==> config.mk <==
export PLATFORM = sky130hd
export DESIGN_NAME = instruction_fetch_unit
export DESIGN_NICKNAME = d
export VERILOG_FILES = /design/src/rtl/instruction_fetch_unit.sv
export SDC_FILE = /design/constraint.sdc
export NUM_CORES = 1
export LEC_CHECK = 0
export CAP_MARGIN = 20
export CORE_ASPECT_RATIO = 0.7
export CORE_MARGIN = 4
export CORE_UTILIZATION = 25
export CTS_BUF_LIST = sky130_fd_sc_hd__clkbuf_16
export DETAILED_ROUTE_END_ITERATION = 8
export GPL_ROUTABILITY_DRIVEN = 0
export SYNTH_ARGS = -nofsm -noshare
export SYNTH_HDL_FRONTEND = slang
export SYNTH_SLANG_ARGS = --single-unit
==> constraint.sdc <==
create_clock -name clk -period 9.33 [get_ports clk]
set_input_delay 0.933 -clock clk [delete_from_list [all_inputs] [get_ports clk]]
set_output_delay 0.933 -clock clk [all_outputs]
set_load 0.02 [all_outputs]
==> src/rtl/instruction_fetch_unit.sv <==
// rtl/instruction_fetch_unit.sv - instruction fetch unit with prefetch buffer and redirect handling
module instruction_fetch_unit #(
  parameter logic [31:0] RESET_PC   = 32'h0000_0000,
  parameter int          FIFO_DEPTH = 2
) (
  input  logic        clk,
  input  logic        rstN,
  output logic        imemReq,
  output logic [31:0] imemAddr,
  input  logic        imemValid,
  input  logic [31:0] imemData,
  input  logic        redirectValid,
  input  logic [31:0] redirectTarget,
  output logic        instrValid,
  output logic [31:0] instruction,
  output logic [31:0] instrPC,
  input  logic        instrReady,
  output logic        fetchFault
);

  localparam int PTR_W = $clog2(FIFO_DEPTH);
  localparam int CNT_W = $clog2(FIFO_DEPTH + 1);
  localparam logic [CNT_W-1:0] DEPTH_CNT = CNT_W'(FIFO_DEPTH);

  localparam logic [1:0] FETCH = 2'd0;
  localparam logic [1:0] WAIT  = 2'd1;
  localparam logic [1:0] STALL = 2'd2;
  localparam logic [1:0] FAULT = 2'd3;

  logic [1:0]       state;
  logic [31:0]      fetchPC;
  logic             discard;
  logic [31:0]      dataMem [FIFO_DEPTH];
  logic [31:0]      pcMem   [FIFO_DEPTH];
  logic [PTR_W-1:0] rdPtr;
  logic [PTR_W-1:0] wrPtr;
  logic [CNT_W-1:0] count;

  logic pop;
  logic push;
  logic bufFull;
  logic canIssue;
  logic redirectAligned;
  logic dropNext;

  // Buffer head is presented combinationally; zeroed when nothing is buffered.
  assign instrValid  = (count != '0);
  assign instruction = instrValid ? dataMem[rdPtr] : 32'h0;
  assign instrPC     = instrValid ? pcMem[rdPtr] : 32'h0;
  assign pop         = instrValid && instrReady;
  assign bufFull     = (count == DEPTH_CNT);

  // A request only goes out when the slot it reserves is guaranteed free on
  // return: during WAIT the buffer can only drain, so a response always fits.
  assign canIssue = (state == FETCH) && !discard && (!bufFull || pop);
  assign imemReq  = rstN && canIssue;
  assign imemAddr = imemReq ? fetchPC : 32'h0;

  assign redirectAligned = redirectValid && (redirectTarget[1:0] == 2'b00);
  assign push            = (state == WAIT) && imemValid && !discard && !redirectValid;

  // On a redirect, a response still owed by memory must be thrown away: either
  // one requested this cycle, one still awaited in WAIT, or an earlier stale one.
  assign dropNext = imemReq || ((state == WAIT) && !imemValid) || (discard && !imemValid);

  // Control FSM, fetch PC, discard flag and sticky fault flag.
  always_ff @(posedge clk or negedge rstN) begin
    if (!rstN) begin
      state      <= FETCH;
      fetchPC    <= RESET_PC;
      discard    <= 1'b0;
      fetchFault <= 1'b0;
    end else if (redirectValid) begin
      discard <= dropNext;
      if (redirectAligned) begin
        state   <= FETCH;
        fetchPC <= redirectTarget;
      end else begin
        state      <= FAULT;
        fetchFault <= 1'b1;
      end
    end else begin
      if (discard && imemValid) begin
        discard <= 1'b0;
      end
      case (state)
        FETCH: begin
          if (canIssue) begin
            state <= WAIT;
          end else if (!discard) begin
            state <= STALL;
          end
        end
        WAIT: begin
          if (imemValid) begin
            fetchPC <= fetchPC + 32'd4;
            state   <= FETCH;
          end
        end
        STALL: begin
          if (pop) begin
            state <= FETCH;
          end
        end
        default: begin
          state <= FAULT;
        end
      endcase
    end
  end

  // Buffer pointers and occupancy; a redirect empties the buffer.
  always_ff @(posedge clk or negedge rstN) begin
    if (!rstN) begin
      rdPtr <= '0;
      wrPtr <= '0;
      count <= '0;
    end else if (redirectValid) begin
      rdPtr <= '0;
      wrPtr <= '0;
      count <= '0;
    end else begin
      if (push) begin
        wrPtr <= wrPtr + PTR_W'(1);
      end
      if (pop) begin
        rdPtr <= rdPtr + PTR_W'(1);
      end
      case ({push, pop})
        2'b10:   count <= count + CNT_W'(1);
        2'b01:   count <= count - CNT_W'(1);
        default: count <= count;
      endcase
    end
  end

  // Buffer storage; contents are only observed through a valid head.
  always_ff @(posedge clk) begin
    if (push) begin
      dataMem[wrPtr] <= imemData;
      pcMem[wrPtr]   <= fetchPC;
    end
  end

endmodule

==> flow_summary.yaml <==
worst_setup_path:
  crit_arrival_ns: 3.22
  path_class: "in -> out"
  required_ns: 8.40
  r2r_cells: 2
  startpoint_type: "primary input"
  worst_path_largest_cell_delay_ns: 0.53
  critPathMostFrequentCell: "clkdlybuf4s50_1"
  slowest_stage: "clkdlybuf4s50_1"
  critical_path.max_fanout: 27
  path_cells: "clkdlybuf4s50_1 > or3b_2 > and3_1 > buf_4 > and2_2 > clkdlybuf4s50_1"
  critPathCaptureType: "primary output"
sta:
  max_slew_margin_pct: 33.8
  worst_pin_slew_ns: 0.993
  finClkSkew_ns: 0.0115
  hold_violations: 0
  period_minus_slack_ns: 4.16
  maxSlewViolCount: 0
  max_freq_mhz: 241
  rsz0062_at_grt: "no"
  worst_slack_ns: 5.17
  finalHoldWorstSlack_ns: 0.313
  tns_ns: 0
  setup_viol: 0
  post-route-period-util_pct: 44.5
synthesis:
  synth_ff_type: "edfxtp_1"
  synth-edff-count: 128
  yosys_warnings: 0
  synthTopCellsByArea: "edfxtp_1 (50%), dfrtp_1 (13%), mux2i_1 (9.6%)"
  synth_top_cell_area_share_pct: 49.9
  synth_cell_types: 57
  syn_inst: 619
  syn_area_um2: 7710
  synthArstFlopShare_pct: 23.8
  syn_nets: 689
  ys_ff_latch: 168
  seq_area_frac_synth_pct: 62.9
  syn-mean-instance-area_um2: 12.5
  synth_area_leader_cell: "edfxtp_1"
cts:
  worstSkewPairLatency_ns: 0.43
  cts-resized-gates: 0
  cts_tree: "yes"
  clock-sinks: 168
  cts_buffers: 17
  cts_root_buf: "clkbuf_16"
  postCtsHoldBufs: 0
  h-tree-depth: 4
  cts_buffer_depth: 2
  postCtsSetupBuffers: 0
  clk_pin_slew_ns: 0.07
detailed_routing:
  avgViaCountPerCell: 4.60
  vias: 5502
  ant_nets: 0
  drtIter0Drc: 427
  drtPass1Iterations: 4
  post_drt_wl_per_cell_um: 18.1
  drc_errors: 0
  drt-total-wl_um: 21700
placement:
  portBuffers: 167
  place_ws_ns: 4.94
  dp_hpwl_um: 14300
  placement.cell_area_um2: 9780
grt:
  grt_first_pass_wirelength_um: 32600
  grt_usage_pct: 12.7
  overflow: 0
  grt_max_degree: 66
  grt_pass1_vias: 5404
  antenna_found_initial: 1
floorplan:
  initial_utilization_pct: 25.5
  pin_count: 168
  num_rows: 53
  coreArea_um2: 30200
  dieArea_um2: 33700
  fp.dieW_um: 218
  die_h_um: 155
power_and_ir_drop:
  p_leak_nw: 3.49
  vdd_drop_max_mv: 0.112
  power_density_nw_per_um2: 222
finish:
  final_layout_size_suffix_gt1_share_pct: 8.15
  fin_area_um2: 10400
  diodes: 0
  fillers: 2988
  final_net_count: 842
  area_delta_synth_final_pct: 35.0
min_path:
  hold_class: "in -> async"
run:
  drv_cap: 0
outcome:
  outcome: "complete, no violations"
==> power by group <==
part	switching, mW	internal [mW]	leakage (nW)
clock network	0.325	0.406	0.300
logic	0.309	0.252	1.49
registers	0.120	0.893	1.70
total	0.754	1.55	3.49
==> layout by cell type, fill, tap and decap left out, types with 6 or more instances in the layout <==
master             n
nor2_1            79
mux2i_1           74
a21oi_1           11
clkinv_4           6
nand4_1            8
dfrtp_1           39
nand3_1           16
a32oi_1            7
edfxtp_1         128
and2_1            37
buf_4              8
inv_1              7
o21ai_0            8
clkbuf_16         17
and3_1            12
a311oi_1          14
nand2_1           54
nor3_1            12
clkdlybuf4s50_1  166
==> per-stage QoR <==
stage / util [%] / instances / total power, mW
floorplan: - / 619 / 1.33
global placement: 32.4 / 1164 / 1.59
detailed placement: 32.4 / 1164 / 1.60
CTS: 34.4 / 1196 / 2.34
global route: 34.5 / 1197 / 2.43
finish: 34.5 / 1197 / 2.31
==> state kept, by name, summed over array words and instances, names as in the netlist <==
name / cells
dataMem: 64
pcMem: 64
fetchPC: 32
count: 2
state: 2
discard: 1
fetchFault: 1
rdPtr: 1
wrPtr: 1
==> final timing paths <==
check | from | to | slack [ns]
setup / recovery | instrReady | imemAddr[7] | 5.17
hold / removal | rstN | count[1]$_DFFE_PN0P_ | 0.31
setup reg to reg | state[1]$_DFFE_PN0P_ | dataMem[1][25]$_DFFE_PP_ | 6.73
hold reg to reg | fetchFault$_DFFE_PN0P_ | fetchFault$_DFFE_PN0P_ | 0.48
max in group asynchronous | rstN | fetchPC[16]$_DFFE_PN0P_ | 8.57
min in group clk | fetchFault$_DFFE_PN0P_ | fetchFault$_DFFE_PN0P_ | 0.48
==> critical path, delay by kind of cell <==
family	cells	cell delay, ns
AND/OR/NAND/NOR	3	1.00
buffers and inverters	3	1.28
==> metal layers <==
layer	up-vias	track usage [%]	wire length, um	share of wire (%)
li1	2605	-	-	-
met1	2725	18.1	10700	49
met2	156	19.3	9600	44
met3	14	3.61	1270	5.8
met4	2	2.68	154	0.71
met5	-	0	8	0.037
==> kinds of logic (layout without fill, tap and decap cells) <==
group           Yosys count  in the layout  share of synthesized area [%]
compound gates           70             70                           6.62
xor+xnor                  4              4                          0.455
mux                      75             75                           9.76
buf+inv                  49            215                           2.86
fa+ha+maj                 1              1                          0.162
simple gates            252            252                           17.3
flops                   168            168                           62.9
==> layout make-up <==
cell class                      instances  area [um^2]  area share, %
Clock buffer                           17          425           4.09
Clock inverter                         15          186           1.79
Inverter                                7         26.3          0.252
Multi-Input combinational cell        402         2660           25.6
Sequential cell                       168         4850           46.6
Tap cell                              412          515           4.95
Timing Repair Buffer                  176         1750           16.8
==> Yosys cell counts (3+ instances only) <==
| cell | n |
|---|---|
| a211oi_1 | 4 |
| clkbuf_1 | 19 |
| and2_1 | 37 |
| inv_1 | 7 |
| edfxtp_1 | 128 |
| nor3_1 | 13 |
| nand2_1 | 54 |
| nand3_1 | 16 |
| a221oi_1 | 3 |
| o211ai_1 | 4 |
| nor4_1 | 4 |
| a21oi_1 | 11 |
| buf_2 | 11 |
| o21ai_0 | 8 |
| nand4_1 | 8 |
| dfrtp_1 | 40 |
| buf_1 | 7 |
| mux2i_1 | 74 |
| and3_1 | 13 |
| a31oi_1 | 4 |
| a311oi_1 | 14 |
| and4_1 | 4 |
| a32oi_1 | 7 |
| o22ai_1 | 4 |
| nor2_1 | 80 |
Note: power is estimated with default switching activity, not from simulation.
